[src/rtl/ifu_fetch.sv]
// ifu_fetch: instruction fetch unit for the NPC core.
// Owns the PC, issues one imem request at a time, hands {instr, inst_pc}
// to decode over valid/ready, and handles execute-stage redirects,
// discarding responses that were already in flight.
// Optional build macro: IFU_ALIGN_CHECK_EN. When it is defined, a misaligned
// redirect target raises a sticky misalign fault.
module ifu_fetch #(
  parameter logic [31:0] RESET_PC = 32'h8000_0000
) (
  input  logic        clk,
  input  logic        rst,
  output logic        imem_req_valid,
  input  logic        imem_req_ready,
  output logic [31:0] imem_req_addr,
  input  logic        imem_rsp_valid,
  input  logic [31:0] imem_rsp_data,
  output logic        inst_valid,
  input  logic        inst_ready,
  output logic [31:0] instr,
  output logic [31:0] inst_pc,
  input  logic        redirect_valid,
  input  logic [31:0] redirect_pc,
  output logic        misalign
);

  localparam int unsigned XLEN = 32;
  localparam int unsigned ILEN = 4;

  localparam logic [1:0] S_REQ  = 2'd0;
  localparam logic [1:0] S_WAIT = 2'd1;
  localparam logic [1:0] S_HOLD = 2'd2;
`ifdef IFU_ALIGN_CHECK_EN
  localparam logic [1:0] S_FAULT = 2'd3;
`endif

  logic [1:0]      state, state_nxt;
  logic [XLEN-1:0] pc, pc_nxt;
  logic [XLEN-1:0] instr_nxt, inst_pc_nxt;
  logic [XLEN-1:0] redir_tgt;
  logic            drop, drop_nxt;

  // Redirect target: kept as-is for fault reporting, otherwise word-aligned
`ifdef IFU_ALIGN_CHECK_EN
  logic misalign_q, misalign_nxt;
  assign redir_tgt = redirect_pc;
  assign misalign  = misalign_q;
`else
  assign redir_tgt = redirect_pc & ~XLEN'(ILEN - 1);
  assign misalign  = 1'b0;
`endif

  // Outputs decoded from state; the request is suppressed while in reset
  assign imem_req_valid = (state == S_REQ) && !rst;
  assign imem_req_addr  = pc;
  assign inst_valid     = (state == S_HOLD);

  // State and datapath registers
  always_ff @(posedge clk) begin
    if (rst) begin
      state   <= S_REQ;
      pc      <= RESET_PC;
      drop    <= 1'b0;
      instr   <= '0;
      inst_pc <= RESET_PC;
`ifdef IFU_ALIGN_CHECK_EN
      misalign_q <= 1'b0;
`endif
    end else begin
      state   <= state_nxt;
      pc      <= pc_nxt;
      drop    <= drop_nxt;
      instr   <= instr_nxt;
      inst_pc <= inst_pc_nxt;
`ifdef IFU_ALIGN_CHECK_EN
      misalign_q <= misalign_nxt;
`endif
    end
  end

  // Next-state logic; a redirect always takes priority over pc+4
  always_comb begin
    state_nxt   = state;
    pc_nxt      = pc;
    drop_nxt    = drop;
    instr_nxt   = instr;
    inst_pc_nxt = inst_pc;
`ifdef IFU_ALIGN_CHECK_EN
    misalign_nxt = misalign_q;
`endif
    case (state)
      S_REQ: begin
        if (imem_req_ready) begin
          state_nxt = S_WAIT;
          drop_nxt  = redirect_valid;
        end
        if (redirect_valid) begin
          pc_nxt = redir_tgt;
        end
      end
      S_WAIT: begin
        if (redirect_valid) begin
          pc_nxt = redir_tgt;
        end
        if (imem_rsp_valid) begin
          drop_nxt = 1'b0;
          if (drop || redirect_valid) begin
            state_nxt = S_REQ;
          end else begin
            instr_nxt   = imem_rsp_data;
            inst_pc_nxt = pc;
            state_nxt   = S_HOLD;
          end
        end else if (redirect_valid) begin
          drop_nxt = 1'b1;
        end
      end
      S_HOLD: begin
        if (redirect_valid) begin
          pc_nxt    = redir_tgt;
          state_nxt = S_REQ;
        end else if (inst_ready) begin
          pc_nxt    = pc + XLEN'(ILEN);
          state_nxt = S_REQ;
        end
      end
      default: begin
        state_nxt = state;
      end
    endcase
`ifdef IFU_ALIGN_CHECK_EN
    if (redirect_valid && (state != S_FAULT) && (redir_tgt[1:0] != 2'b00)) begin
      state_nxt    = S_FAULT;
      misalign_nxt = 1'b1;
      drop_nxt     = 1'b0;
      pc_nxt       = redir_tgt;
    end
`endif
  end

endmodule

[config.mk]
export PLATFORM = sky130hd
export DESIGN_NAME = ifu_fetch
export DESIGN_NICKNAME = d
export VERILOG_FILES = /design/src/rtl/ifu_fetch.sv
export SDC_FILE = /design/constraint.sdc
export NUM_CORES = 1
export LEC_CHECK = 0
export ABC_CLOCK_PERIOD_IN_PS = 1850
export CORE_MARGIN = 2
export CORE_UTILIZATION = 40
export DETAILED_ROUTE_END_ITERATION = 8
export GPL_ROUTABILITY_DRIVEN = 0
export GPL_TIMING_DRIVEN = 0
export PLACE_DENSITY = 0.76
export SLEW_MARGIN = 10
export SYNTH_ARGS = -nofsm -noshare
export SYNTH_HDL_FRONTEND = slang
export SYNTH_SLANG_ARGS = --single-unit
[constraint.sdc]
create_clock -name clk -period 1.85 [get_ports clk]
set_clock_uncertainty 0.2 [all_clocks]
set_input_delay 0.37 -clock clk [delete_from_list [all_inputs] [get_ports clk]]
set_output_delay 0.37 -clock clk [all_outputs]
set_load 0.005 [all_outputs]
==> impl_metrics.csv <==
group,metric,value,unit
outcome,status,"finished, violations left",
outcome,violations,"setup timing",
timing,slew_violations,0,
setup_path,worst_setup_path_end_kind,"flop",
clocking,cts_buffers,9,
floorplanning,die_h,111.6,um
setup_path,timing.rr.start,"state[0]",
floorplanning,core,11370,um^2
setup_path,cp_data_arrival_time,2.08,ns
clocking,clock_sink_count,95,
floorplanning,fp.dieW,111.6,um
placement,preCtsSetupSlack,-0.8285,ns
placement,io_buffer_count,159,
route,routedWlPerCell,19.65,um
setup_path,path_cells,"inv_4, ha_4, or3b_4, nand3_4, buf_6, buf_6, buf_12, a21boi_2, a31oi_1",
cells_and_area,nNetsFinal,897,
synthesis,synth_ff_type,"dfxtp_1",
timing,slew-limit-headroom,43.37,%
grt,antenna_found_initial,0,
setup_path,critPathLaunchType,"flop",
setup_path,worst-r2r-setup-slack,-0.21,ns
setup_path,reg2reg_depth,9,
clocking,clock_latency,0.35,ns
floorplanning,initial_utilization,40.71,%
synthesis,ys_ff_latch,95,
synthesis,synthCells,593,
cells_and_area,layout_common_cells,"nand2_1, clkdlybuf4s50_1, a21oi_1, dfxtp_1, buf_4",
clocking,htreeDepth,3,
floorplanning,io_pins,169,
worst_hold_path,holdPathStages,3,
worst_hold_path,min_from,"redirect_valid",
setup_path,cp_max_fo,7,
worst_hold_path,holdCritPathClass,"input port to flop",
timing,finalCritPeriodShare,111.3,%
timing,setup_slack,-0.2098,ns
grt,grt_use_total,26.87,%
clocking,path_clk_slew,0.08,ns
worst_hold_path,whs_endpoint,"drop",
clocking,cts_hold_buf,0,
clocking,cts_tree,"built",
cells_and_area,final_common_cell,"nand2_1",
grt,grt_max_degree,18,
route,firstDrtPassIters,5,
route,ant_nets,0,
timing,hold_slack,0.2487,ns
floorplanning,placementRows,39,
setup_path,max_stage_delay,0.39,ns
cells_and_area,drive_above_1_share,28.30,%
timing,min_period,2.060,ns
synthesis,async_reset_ff_share,0,%
grt,grt_pass1_wl,26830,um
grt,grt-ovfl-total,0,
route,drt_wl_total,19060,um
power,max-vdd-ir-drop,0.6576,mV
route,post_drt_via_cell_ratio,5.959,
synthesis,ys_types,62,
synthesis,synth-seq-area-share,41.09,%
clocking,clock_path_buffers,2,
synthesis,syn_avg_cell_area,7.805,um^2
placement,dp_hpwl,11530,um
timing,hold_viol_final,0,
floorplanning,die_area,12450,um^2
route,via_count,5780,
power,p_leak,3.101,nW
synthesis,ys_warn_count,0,
cells_and_area,diodes,0,
setup_path,worstSetupPathType,"flop to flop",
synthesis,syn_area,4628,um^2
timing,max_freq,0.4855,GHz
setup_path,path_common_cell,"buf_6",
timing,setup_viol,33,
power,power,5.246,mW
clocking,clock-root-buffer,"clkbuf_16",
setup_path,r2r_end,"imem_req_addr[20]",
route,drcViolationCount,0,
synthesis,synth_edf_count,0,
setup_path,crit_required,1.87,ns
run,maxCapViolations,0,
timing,rsz0062_at_grt,"true",
cells_and_area,area_growth,73.67,%
cells_and_area,layout.cells.non_filler,970,
timing,worst-slew-pin-transition,0.8495,ns
placement,place_inst,899,
grt,grt_pass1_vias,5378,
setup_path,cp_slowest_cell,"dfxtp_4",
power,powerDensity,652.7,nW/um^2
route,drt_iter0_drc,653,
[worst max-delay path, delay by kind of cell, from the launching register on]
family / cells / cell delay (ns)
buffers and inverters: 4 / 0.48
adders and majority gates: 1 / 0.17
and+or+nand+nor: 2 / 0.42
AOI/OAI and AO/OA: 2 / 0.27
DFF: 1 / 0.39
[cell type report]
type	count	area, um^2
clock inverters	7	80.08
clock buffers	9	225.2
fillers	846	3332
flip-flops and latches	95	1999
multi-input cells	438	2934
plain buffers	50	372.9
repair buffers	216	2200
inverters	12	47.55
well taps	143	178.9
[kinds of logic after synthesis]
kind of cell	after synthesis	synth area share, %
multiplexers	4	0.9192
AND/OR/NAND/NOR	270	29.06
other	1	0.08103
flip-flops	95	41.09
adder cells (fa/ha/maj)	5	1.352
AO/OA/AOI/OAI	154	20.79
buffers and inverters	64	6.704
[metal layers]
metal | vias to the layer above | GRT usage [%] | wire length (um)
li1 | 2578 | - | -
met1 | 2695 | 31.20 | 6958
met2 | 397 | 45.20 | 9153
met3 | 110 | 8.492 | 1911
met4 | 0 | 12.67 | 1039
met5 | - | 0 | 0
[state kept, by name, summed over array words and instances (netlist names)]
register,count
inst_pc,30
instr,32
drop,1
state,2
imem_req_addr,30
[metrics by stage]
stage               utilization (%)  cell area (um^2)  TNS (ns)
floorplan                         -              4686         0
global placement              56.78              6456    -27.89
detailed placement            56.78              6456    -32.33
CTS                           64.87              7376    -1.686
global route                  70.69              8038    -4.397
finish                        70.69              8038    -3.090
[cell usage after synthesis (all sizes together), types with 3 or more instances]
master	number	area, um^2
a211o	3	27.53
a211oi	7	52.55
a21boi	9	67.56
a21oi	76	380.4
a31o	8	70.07
a31oi	6	37.54
and2	5	31.28
and3	11	71.31
and4	5	47.55
buf	27	170.2
clkbuf	25	95.09
dfxtp	95	1902
ha	5	62.56
inv	12	45.04
nand2	149	559.3
nand2b	3	18.77
nand3	24	137.6
nand4	27	183.9
nor2	13	51.30
nor2b	7	43.79
nor3	9	45.04
nor4	7	73.82
o211ai	6	45.04
o21ai	14	70.07
o221ai	5	43.79
o32ai	3	26.28
o41ai	3	26.28
[timing repair]
action                                  4_1_cts  5_1_grt
buffers inserted                             24       28
gates resized for setup                     141      101
gates cloned                                  3        3
pin swaps                                    18       28
endpoints found under the setup margin      120      111
[where the power goes]
part | switching (mW) | internal (mW) | total, mW
Combinational | 0.481 | 0.592 | 1.07
Sequential | 0.116 | 2.13 | 2.24
Clock | 0.865 | 1.06 | 1.93
Total | 1.46 | 3.78 | 5.25
[worst max path at each step]
| stage | endpoint | slack, ns | cells past startpoint | from |
|---|---|---|---|---|
| after global routing | imem_req_addr[16] | -0.23 | 9 | state[0] |
| after global placement | imem_req_valid | -0.87 | 5 | rst |
| final | imem_req_addr[20] | -0.21 | 9 | state[0] |
| after detailed placement | imem_req_valid | -0.83 | 5 | rst |
| after floorplan | imem_req_addr[29] | 0.008 | 7 | state[0] |
| after CTS | imem_req_addr[29] | -0.14 | 7 | state[0] |
No activity file was read; power rests on OpenSTA's default activity.
